$ cat config.mk
export PLATFORM = sky130hd
export DESIGN_NAME = redmule_mx_input_stage_flat
export DESIGN_NICKNAME = d
export VERILOG_FILES = /design/src/rtl/redmule_mx_input_stage_if.sv /design/src/rtl/redmule_mx_input_stage.sv /design/src/flat_wrapper.sv
export SDC_FILE = /design/constraint.sdc
export NUM_CORES = 2
export LEC_CHECK = 0
export ABC_AREA = 1
export CORE_AREA = 2 2 695 697
export DETAILED_ROUTE_END_ITERATION = 12
export DIE_AREA = 0 0 697 699
export PLACE_DENSITY = 0.44
export SYNTH_ARGS = -nofsm -noshare
export SYNTH_HDL_FRONTEND = slang
export SYNTH_SLANG_ARGS = --single-unit
$ cat constraint.sdc
create_clock -name clk_i -period 25.3 [get_ports clk_i]
set_input_delay 6.325 -clock clk_i [delete_from_list [all_inputs] [get_ports clk_i]]
set_output_delay 6.325 -clock clk_i [all_outputs]
set_load 0.01 [all_outputs]
$ cat src/rtl/redmule_mx_input_stage_if.sv
// Valid/ready stream bundle (hwpe_stream style) used on every port of the MX input stage.
// The source drives valid/data/strb; the sink drives ready.
interface redmule_mx_input_stage_if #(
  parameter int unsigned DATAW = 512
) ();
  logic               valid;
  logic               ready;
  logic [DATAW-1:0]   data;
  logic [DATAW/8-1:0] strb;

  modport master (output valid, output data, output strb, input ready);
  modport slave  (input valid, input data, input strb, output ready);
endinterface

$ cat src/rtl/redmule_mx_input_stage.sv
// MX input stage: pairs FP8 (E4M3) value beats with E8M0 shared exponents and
// decodes them to FP16 lanes through a two-stage pipeline; transparent bypass when MX is off.
module redmule_mx_input_stage #(
  parameter int unsigned DATAW_ALIGN = 512,
  parameter int unsigned BITW        = 16,
  parameter int unsigned Width       = 32,
  parameter int unsigned FIFO_DEPTH  = 2
) (
  input  logic                            clk_i,
  input  logic                            rst_ni,
  input  logic                            clear_i,
  input  logic                            mx_enable_i,
  redmule_mx_input_stage_if.slave         x_stream_i,
  redmule_mx_input_stage_if.slave         mx_exp_stream_i,
  redmule_mx_input_stage_if.master        x_muxed_o,
  output logic                            busy_o,
  output logic [31:0]                     beat_cnt_o
);

  localparam int unsigned VALW  = 8 * Width;
  localparam int unsigned OUTW  = BITW * Width;
  localparam int unsigned PTRW  = (FIFO_DEPTH > 1) ? $clog2(FIFO_DEPTH) : 1;
  localparam int unsigned CNTW  = $clog2(FIFO_DEPTH + 1);

  // FP8 E4M3 lane with shared E8M0 exponent -> FP16, truncating toward zero
  function automatic logic [15:0] f_decode(input logic [7:0] v, input logic [7:0] x);
    logic              s;
    logic [3:0]        e;
    logic [2:0]        m;
    logic [2:0]        frac;
    logic signed [9:0] ex;
    logic signed [9:0] b;
    logic [9:0]        sh;
    logic [10:0]       sig;
    logic [15:0]       res;
    s    = v[7];
    e    = v[6:3];
    m    = v[2:0];
    frac = m;
    ex   = $signed({6'b0, e}) - 10'sd7;
    if (e == 4'd0) begin
      casez (m)
        3'b1??:  begin ex = -10'sd7; frac = {m[1:0], 1'b0}; end
        3'b01?:  begin ex = -10'sd8; frac = {m[0], 2'b0};   end
        default: begin ex = -10'sd9; frac = 3'b0;           end
      endcase
    end
    b   = ex + $signed({2'b0, x}) - 10'sd112;
    sh  = 10'(10'sd1 - b);
    sig = {1'b1, frac, 7'b0};
    res = '0;
    if (x == 8'hFF)                          res = 16'h7E00;
    else if (e == 4'd15 && m == 3'd7)        res = {s, 15'h7E00};
    else if (e == 4'd0 && m == 3'd0)         res = {s, 15'h0};
    else if (b >= 10'sd31)                   res = {s, 15'h7C00};
    else if (b >= 10'sd1)                    res = {s, b[4:0], frac, 7'b0};
    else if (sh >= 10'd11)                   res = {s, 15'h0};
    else begin
      sig = sig >> sh;
      res = {s, 15'(sig)};
    end
    return res;
  endfunction

  function automatic logic [PTRW-1:0] f_inc(input logic [PTRW-1:0] p);
    return (p == PTRW'(FIFO_DEPTH - 1)) ? '0 : p + PTRW'(1);
  endfunction

  logic [VALW-1:0] r_vmem [FIFO_DEPTH];
  logic [7:0]      r_emem [FIFO_DEPTH];
  logic [PTRW-1:0] r_vwr, r_vrd, r_ewr, r_erd;
  logic [CNTW-1:0] r_vcnt, r_ecnt;
  logic            r_s1_valid, r_s2_valid;
  logic [VALW-1:0] r_s1_lanes;
  logic [7:0]      r_s1_exp;
  logic [OUTW-1:0] r_s2_data;
  logic [31:0]     r_beat_cnt;

  logic            w_vfull, w_vempty, w_efull, w_eempty;
  logic            w_vpush, w_epush, w_pop;
  logic            w_s2_drain, w_s2_free, w_s1_move, w_s1_free;
  logic [OUTW-1:0] w_dec;

  assign w_vfull    = (r_vcnt == CNTW'(FIFO_DEPTH));
  assign w_efull    = (r_ecnt == CNTW'(FIFO_DEPTH));
  assign w_vempty   = (r_vcnt == '0);
  assign w_eempty   = (r_ecnt == '0);
  assign w_vpush    = mx_enable_i & x_stream_i.valid & ~w_vfull;
  assign w_epush    = mx_enable_i & mx_exp_stream_i.valid & ~w_efull;
  assign w_s2_drain = mx_enable_i & r_s2_valid & x_muxed_o.ready;
  assign w_s2_free  = ~r_s2_valid | w_s2_drain;
  assign w_s1_move  = mx_enable_i & r_s1_valid & w_s2_free;
  assign w_s1_free  = ~r_s1_valid | w_s1_move;
  assign w_pop      = mx_enable_i & ~w_vempty & ~w_eempty & w_s1_free;

  // FIFO storage carries no reset; only pointers and counts define occupancy
  always_ff @(posedge clk_i) begin
    if (w_vpush && !clear_i) r_vmem[r_vwr] <= x_stream_i.data[VALW-1:0];
    if (w_epush && !clear_i) r_emem[r_ewr] <= mx_exp_stream_i.data[7:0];
  end

  always_ff @(posedge clk_i or negedge rst_ni) begin
    if (!rst_ni) begin
      r_vwr <= '0; r_vrd <= '0; r_vcnt <= '0;
      r_ewr <= '0; r_erd <= '0; r_ecnt <= '0;
    end else if (clear_i) begin
      r_vwr <= '0; r_vrd <= '0; r_vcnt <= '0;
      r_ewr <= '0; r_erd <= '0; r_ecnt <= '0;
    end else begin
      if (w_vpush) r_vwr <= f_inc(r_vwr);
      if (w_epush) r_ewr <= f_inc(r_ewr);
      if (w_pop) begin
        r_vrd <= f_inc(r_vrd);
        r_erd <= f_inc(r_erd);
      end
      case ({w_vpush, w_pop})
        2'b10:   r_vcnt <= r_vcnt + CNTW'(1);
        2'b01:   r_vcnt <= r_vcnt - CNTW'(1);
        default: r_vcnt <= r_vcnt;
      endcase
      case ({w_epush, w_pop})
        2'b10:   r_ecnt <= r_ecnt + CNTW'(1);
        2'b01:   r_ecnt <= r_ecnt - CNTW'(1);
        default: r_ecnt <= r_ecnt;
      endcase
    end
  end

  // S1 holds the raw paired beat, S2 the decoded beat
  always_ff @(posedge clk_i or negedge rst_ni) begin
    if (!rst_ni) begin
      r_s1_valid <= 1'b0; r_s1_lanes <= '0; r_s1_exp <= '0;
      r_s2_valid <= 1'b0; r_s2_data  <= '0; r_beat_cnt <= '0;
    end else if (clear_i) begin
      r_s1_valid <= 1'b0; r_s1_lanes <= '0; r_s1_exp <= '0;
      r_s2_valid <= 1'b0; r_s2_data  <= '0; r_beat_cnt <= '0;
    end else begin
      if (w_pop) begin
        r_s1_valid <= 1'b1;
        r_s1_lanes <= r_vmem[r_vrd];
        r_s1_exp   <= r_emem[r_erd];
      end else if (w_s1_move) begin
        r_s1_valid <= 1'b0;
      end
      if (w_s1_move) begin
        r_s2_valid <= 1'b1;
        r_s2_data  <= w_dec;
      end else if (w_s2_drain) begin
        r_s2_valid <= 1'b0;
      end
      if (w_s2_drain) r_beat_cnt <= r_beat_cnt + 32'd1;
    end
  end

  always_comb begin
    w_dec = '0;
    for (int i = 0; i < int'(Width); i++) begin
      w_dec[i*BITW +: BITW] = BITW'(f_decode(r_s1_lanes[8*i +: 8], r_s1_exp));
    end
  end

  // Bypass forwards the raw stream combinationally and leaves stored state alone
  always_comb begin
    x_muxed_o.valid = r_s2_valid;
    x_muxed_o.data  = DATAW_ALIGN'(r_s2_data);
    x_muxed_o.strb  = '1;
    x_stream_i.ready = ~w_vfull;
    if (!mx_enable_i) begin
      x_muxed_o.valid  = x_stream_i.valid;
      x_muxed_o.data   = x_stream_i.data;
      x_muxed_o.strb   = x_stream_i.strb;
      x_stream_i.ready = x_muxed_o.ready;
    end
  end

  assign mx_exp_stream_i.ready = mx_enable_i & ~w_efull;
  assign busy_o     = ~w_vempty | ~w_eempty | r_s1_valid | r_s2_valid;
  assign beat_cnt_o = r_beat_cnt;

endmodule

$ cat src/flat_wrapper.sv
// flat-port wrapper written by rule: the top's interface ports become plain ports
module redmule_mx_input_stage_flat 
#(
  parameter int unsigned DATAW_ALIGN = 512,
  parameter int unsigned BITW        = 16,
  parameter int unsigned Width       = 32,
  parameter int unsigned FIFO_DEPTH  = 2
)
  (clk_i, rst_ni, clear_i, mx_enable_i, busy_o, beat_cnt_o, x_stream_i_valid, x_stream_i_data, x_stream_i_strb, x_stream_i_ready, mx_exp_stream_i_valid, mx_exp_stream_i_data, mx_exp_stream_i_strb, mx_exp_stream_i_ready, x_muxed_o_valid, x_muxed_o_data, x_muxed_o_strb, x_muxed_o_ready);
  redmule_mx_input_stage_if #(.DATAW((512))) x_stream_i_i ();
  redmule_mx_input_stage_if #(.DATAW((512))) mx_exp_stream_i_i ();
  redmule_mx_input_stage_if #(.DATAW((512))) x_muxed_o_i ();
  input  logic clk_i;
  input  logic rst_ni;
  input  logic clear_i;
  input  logic mx_enable_i;
  output logic busy_o;
  output logic [31:0] beat_cnt_o;
  input wire logic [$bits(x_stream_i_i.valid)-1:0] x_stream_i_valid;
  input wire logic [$bits(x_stream_i_i.data)-1:0] x_stream_i_data;
  input wire logic [$bits(x_stream_i_i.strb)-1:0] x_stream_i_strb;
  output wire logic [$bits(x_stream_i_i.ready)-1:0] x_stream_i_ready;
  input wire logic [$bits(mx_exp_stream_i_i.valid)-1:0] mx_exp_stream_i_valid;
  input wire logic [$bits(mx_exp_stream_i_i.data)-1:0] mx_exp_stream_i_data;
  input wire logic [$bits(mx_exp_stream_i_i.strb)-1:0] mx_exp_stream_i_strb;
  output wire logic [$bits(mx_exp_stream_i_i.ready)-1:0] mx_exp_stream_i_ready;
  output wire logic [$bits(x_muxed_o_i.valid)-1:0] x_muxed_o_valid;
  output wire logic [$bits(x_muxed_o_i.data)-1:0] x_muxed_o_data;
  output wire logic [$bits(x_muxed_o_i.strb)-1:0] x_muxed_o_strb;
  input wire logic [$bits(x_muxed_o_i.ready)-1:0] x_muxed_o_ready;
  assign x_stream_i_i.valid = x_stream_i_valid;
  assign x_stream_i_i.data = x_stream_i_data;
  assign x_stream_i_i.strb = x_stream_i_strb;
  assign x_stream_i_ready = x_stream_i_i.ready;
  assign mx_exp_stream_i_i.valid = mx_exp_stream_i_valid;
  assign mx_exp_stream_i_i.data = mx_exp_stream_i_data;
  assign mx_exp_stream_i_i.strb = mx_exp_stream_i_strb;
  assign mx_exp_stream_i_ready = mx_exp_stream_i_i.ready;
  assign x_muxed_o_valid = x_muxed_o_i.valid;
  assign x_muxed_o_data = x_muxed_o_i.data;
  assign x_muxed_o_strb = x_muxed_o_i.strb;
  assign x_muxed_o_i.ready = x_muxed_o_ready;
  redmule_mx_input_stage #(.DATAW_ALIGN(DATAW_ALIGN), .BITW(BITW), .Width(Width), .FIFO_DEPTH(FIFO_DEPTH)) u_core (.clk_i(clk_i), .rst_ni(rst_ni), .clear_i(clear_i), .mx_enable_i(mx_enable_i), .x_stream_i(x_stream_i_i), .mx_exp_stream_i(mx_exp_stream_i_i), .x_muxed_o(x_muxed_o_i), .busy_o(busy_o), .beat_cnt_o(beat_cnt_o));
endmodule
## Word-level counts from Yosys, hierarchy flattened

Memory sizes are Yosys's and may differ from the RTL's.
Cells that the tools add are included.

| storage, ports and cells | value |
|---|---|
| register bits after elaboration | 818 |
| RAM bits | 528 |
| bits of input ports | 1159 |
| word-level logic and storage cells | 905 |
| memories | 2 |

| cells by class | value |
|---|---|
| $add $sub $neg | 137 |
| order comparisons | 96 |
| eq/ne operators | 103 |
| shifts and indexed selects | 32 |
| multiplexer cells | 358 |
| bitwise operators | 23 |
| reductions and logical operators | 142 |

Memories:

| name | words | width | read ports | clocked after Yosys merged registers in | write ports | line | source |
|---|---|---|---|---|---|---|---|
| u_core.r_vmem | 2 | 256 | 1 | 0 | 1 | redmule_mx_input_stage.sv:69 | `logic [VALW-1:0] r_vmem [FIFO_DEPTH];` |
| u_core.r_emem | 2 | 8 | 1 | 0 | 1 | redmule_mx_input_stage.sv:70 | `logic [7:0] r_emem [FIFO_DEPTH];` |

Operators with widths:

| kind | number |
|---|---|
| $mux W15 | 128 |
| $mux W512 | 3 |
| $mux W16 | 32 |
| $mux W256 | 2 |
| $mux W11 | 32 |
| $shr A11 B10 Y11 | 32 |
| $add A10 B9 Y10 | 32 |
| $ge A10 B2 Y1 const B | 32 |
| $ge A10 B4 Y1 const B | 32 |
| $ge A10 B6 Y1 const B | 32 |
| $mux W10 | 32 |
| $sub A10 B8 Y10 const B | 32 |
| $sub A2 B10 Y10 const A | 32 |
| $pmux W4 S2 | 32 |
| $pmux W3 S2 | 32 |
| $sub A4 B3 Y5 const B | 32 |
| $eq A4 B4 Y1 const B | 32 |
| $logic_not A4 Y1 | 32 |
| $eq A3 B3 Y1 const B | 32 |
| $logic_not A3 Y1 | 32 |
| $mux W3 | 32 |
| $eq A2 B1 Y1 const B | 34 |
| $logic_and A1 B1 Y1 | 66 |
| $mux W32 | 2 |
| 18 further kinds | 80 |

## Depth between registers and ports, before layout

| logic depth | value |
|---|---|
| depth after elaboration | 15 |
| gate-level depth with buffers | 33 |
| mapped depth without buffers | 33 |

## Worst setup path before layout

OpenSTA, ideal clock, no wires.

| timing path | value |
|---|---|
| path kind | input -> register |
| start point | in clear_i |
| end point | mem u_core.r_vmem[1][0] (netlist bit) (enable) |
| library setup time | 0.877 ns |
| data arrival time | 17.582 ns |
| required time | 24.423 ns |
| setup slack | 6.841 ns |
| stages | 5 |
| cells stage by stage | clkbuf_1 -> clkinv_1 -> clkbuf_1 -> nand2_1 -> nor2_1 |

| on the way | value |
|---|---|
| word-level cells in the longest chain between the ends | 4 |

RTL lines:

| element | line | source |
|---|---|---|
| start, declared | flat_wrapper.sv:15 | `input logic clear_i;` |
| $logic_not A1 Y1 | redmule_mx_input_stage.sv:98 | `if (w_vpush && !clear_i) r_vmem[r_vwr] <= x_stream_i.data[VALW-1:0];` |
| $logic_and A1 B1 Y1 | redmule_mx_input_stage.sv:98 |  |
| $mux W1 | redmule_mx_input_stage.sv:98 |  |
| $mux W1 (implied by the code) | redmule_mx_input_stage.sv:98 |  |
| end, declared | redmule_mx_input_stage.sv:69 |  |

Every way passes these cells.

## Worst setup path in the final report

| timing path | value |
|---|---|
| start point | in mx_enable_i |
| end point | out x_muxed_o_data[173] |

| on the way | value |
|---|---|
| word-level cells in the longest chain between the ends | 1 |

RTL lines:

| element | line | source |
|---|---|---|
| start, declared | flat_wrapper.sv:16 | `input logic mx_enable_i;` |
| $mux W512 | redmule_mx_input_stage.sv:168 | `if (!mx_enable_i) begin` |
| end, declared | flat_wrapper.sv:28 | `output wire logic [$bits(x_muxed_o_i.data)-1:0] x_muxed_o_data;` |

Every way passes these cells.

==> metrics.md <==
| Metric | Value |
|---|---|
| Reg2reg end | u_core.r_s2_data[264]$_DFFE_PN0P_ |
| Synthesized area | 0.0957 mm² |
| Via count | 94.4k |
| Min-delay src | u_core.r_s2_data[392]$_DFFE_PN0P_ |
| Resized cells post-CTS | 0 |
| Worst Path Arrival | 10830 ps |
| Die H | 699 µm |
| FP Rows | 255 |
| Hold Violations, Final | 0 |
| Latest clock arrival within the worst-skew pair | 930 ps |
| Syn_area_per_cell | 7.21 µm² |
| Top post-synthesis cells by area | dfrtp_1, edfxtp_1, nand2_1 |
| Root Buffer | clkbuf_16 |
| Hold depth | 2 |
| Worst R2R Setup Slack | 20500 ps |
| Tot Pwr | 11100 µW |
| Largest net degree at the start of global routing | 151 |
| FMAX | 58.3 MHz |
| Die width | 697 µm |
| DRT iter0 DRCs | 7979 |
| Initial antenna violation count | 108 |
| HPWL after DPL | 357000 µm |
| Count of state elements after synthesis | 1346 |
| First-pass GRT wire length | 655000 µm |
| WP data required | 18980 ps |
| Slew @ Worst Pin | 1060 ps |
| Full die area | 0.487 mm² |
| Initial core utilization | 19.9% |
| Endpoints failing setup | 0 |
| Maximum vdd drop | 0.0534 mV |
| I/O Pins | 1771 |
| Post-synthesis async set-or-reset flop share | 60.8% |
| Aggregate global-route resource usage | 18.3% |
| Setup Buffers After CTS | 0 |
| Clk slew on worst S/H paths | 60 ps |
| Post-Route WL | 462000 µm |
| CTS buffer count | 178 |
| Setup TNS | 0 ps |
| Commonest register cell after synthesis | dfrtp_1 |
| Cell variety after synth | 63 |
| Layout Nets | 16.2k |
| Max-slew violation count | 0 |
| DRC Markers | 0 |
| Count of input and output buffers | 1202 |
| Post-Synthesis Cells | 13.3k |
| CTS sink cnt | 1346 |
| Share of layout cells above drive strength 1 | 5.04% |
| Fillcell total | 53.1k |
| Vias in the first global route | 90.6k |
| Fin Clk Skew | 113 ps |
| LEAKAGE | 0.0553 µW |
| Crit. End Element | output pin |
| Hold_buf cts | 0 |
| Post-DRT Antenna Nets | 0 |
| Share of the synthesized area in the top cell type | 21.4% |
| CTS tree | done |
| Post-synth top cells | nand2_1, inv_1, nor2_1 |
| Maxcap violations | 0 |
| Outcome | finished, final reports clean |
| Largest area contributor in the netlist | dfrtp_1 |
| GPL Wtd Cong | 0.921 |
| Worst hold path class | flip-flop to flip-flop |
| Crit Path Max Fanout | 107 |
| Area growth syn-to-layout | 26.9% |
| Post-synthesis sequential area ratio | 38.0% |
| GR Overflow Total | 0 |
| Clk buf depth | 4 |
| Final Critical Period | 17160 ps |
| Crit path launch type | input port |
| FF-to-FF Start | u_core.r_s1_lanes[131]$_DFFE_PN0P_ |
| Slew HR | 29.0% |
| EDFF count, synth | 528 |
| Pwr Density | 91.3 mW/mm² |
| Final worst path period share | 67.8% |
| DR pass1 iterations | 5 |
| # H-tree levels | 4 |
| Core footprint | 0.480 mm² |
| Hold endpoint | u_core.r_s2_data[392]$_DFFE_PN0P_ |
| YS warnings | 0 |
| Vias per inst | 4.49 |
| WL/cell | 22.0 µm |
| Most numerous cell in the Yosys netlist | nand2_1 |
| Setup Crit Path Kind | input port to output pin |
| Post-Syn Nets | 15.1k |
| RSZ-0062 raised after global routing | no |
| R2R cell count | 28 |
-- power by group --
| part | leakage (µW) | internal [µW] | switching (µW) |
|---|---|---|---|
| Sequential | 0.0162 | 2380 | 94.3 |
| Combinational | 0.0362 | 1720 | 4240 |
| Clock | 0.00293 | 1570 | 1090 |
-- state kept, by name, indices dropped and copies added, names as in the netlist --
signal	count
u_core.r_s2_data	512
u_core.r_vmem	512
u_core.r_s1_lanes	256
u_core.beat_cnt_o	32
u_core.r_emem	16
u_core.r_s1_exp	8
u_core.r_ecnt	2
u_core.r_vcnt	2
u_core.r_erd	1
u_core.r_ewr	1
u_core.r_s1_valid	1
u_core.r_s2_valid	1
u_core.r_vrd	1
u_core.r_vwr	1
-- worst max-delay path: stages --
cell and delay (ps):
buf_8 160, inv_8 530, buf_4 710, buf_4 720, buf_4 870, nand2_1 380
o21ai_0 200, clkdlybuf4s50_1 570
-- area by class of cell --
cell class | count | area [µm²] | share of cell area, %
clock inverter | 108 | 1290 | 1.07
antenna | 43 | 108 | 0.0886
multi-input combinational | 9794 | 51400 | 42.3
clock buffer | 221 | 4770 | 3.93
sequential | 1346 | 36400 | 29.9
timing repair buffer | 1297 | 12800 | 10.5
tap | 6425 | 8040 | 6.62
inverter | 1768 | 6690 | 5.51
-- worst max-delay path by stage --
stage / start / to / slack [ps] / cells past startpoint
floorplan: clear_i / u_core.r_vmem[1][0]$_DFFE_PP_ / 6840 / 5
global route: mx_enable_i / x_muxed_o_data[173] / 7820 / 8
detailed placement: mx_enable_i / x_muxed_o_data[173] / 8110 / 8
global placement: mx_enable_i / x_muxed_o_data[173] / 8100 / 8
finish: mx_enable_i / x_muxed_o_data[173] / 8140 / 8
CTS: mx_enable_i / x_muxed_o_data[173] / 8110 / 8
-- routing by layer --
layer	vias to the layer above	share of wire [%]	wire [µm]	global-route usage, %
li1	46181	-	-	-
met1	44996	47	216000	25.3
met2	2692	44	204000	29.0
met3	482	5.4	24800	2.78
met4	16	3.8	17400	6.26
met5	-	0.024	113	0
-- per-stage QoR --
step,setup WS [ps],cells,cell area (µm²),util (%),hold slack [ps]
floorplan,6840,13279,95700,-,449
global placement,8100,20630,115000,24.0,463
detailed placement,8110,20630,115000,24.0,465
CTS,8110,20959,121000,25.3,481
global route,7820,20976,121000,25.3,498
finish,8140,21002,121000,25.3,478
-- cell usage in the layout, fill, tap and decap left out, types with 44 or more instances in the layout --
cell type,count
o32ai_1,228
nor2_1,1242
o211ai_1,64
inv_1,1708
clkdlybuf4s50_1,1200
o21ai_0,678
edfxtp_1,528
nand2_1,4099
nand4_1,265
nor3_1,143
or2_2,77
clkbuf_16,179
clkinv_1,44
nor2_2,49
nor2_4,47
ha_1,577
xor2_1,49
fa_1,64
a22oi_1,45
o21a_1,48
dfrtp_1,810
buf_4,91
a21oi_1,375
nand3_1,1206
o22ai_1,156
-- cell families after synthesis --
| family | after synthesis | share of synthesized area [%] |
|---|---|---|
| XOR/XNOR | 77 | 0.705 |
| flip-flops | 1346 | 38.0 |
| AO/OA/AOI/OAI | 1740 | 11.0 |
| buffers and inverters | 2139 | 8.42 |
| multiplexers | 36 | 0.377 |
| adder cells (fa/ha/maj) | 641 | 8.88 |
| AND/OR/NAND/NOR | 7300 | 32.6 |
(Power assumes the default switching activity.)
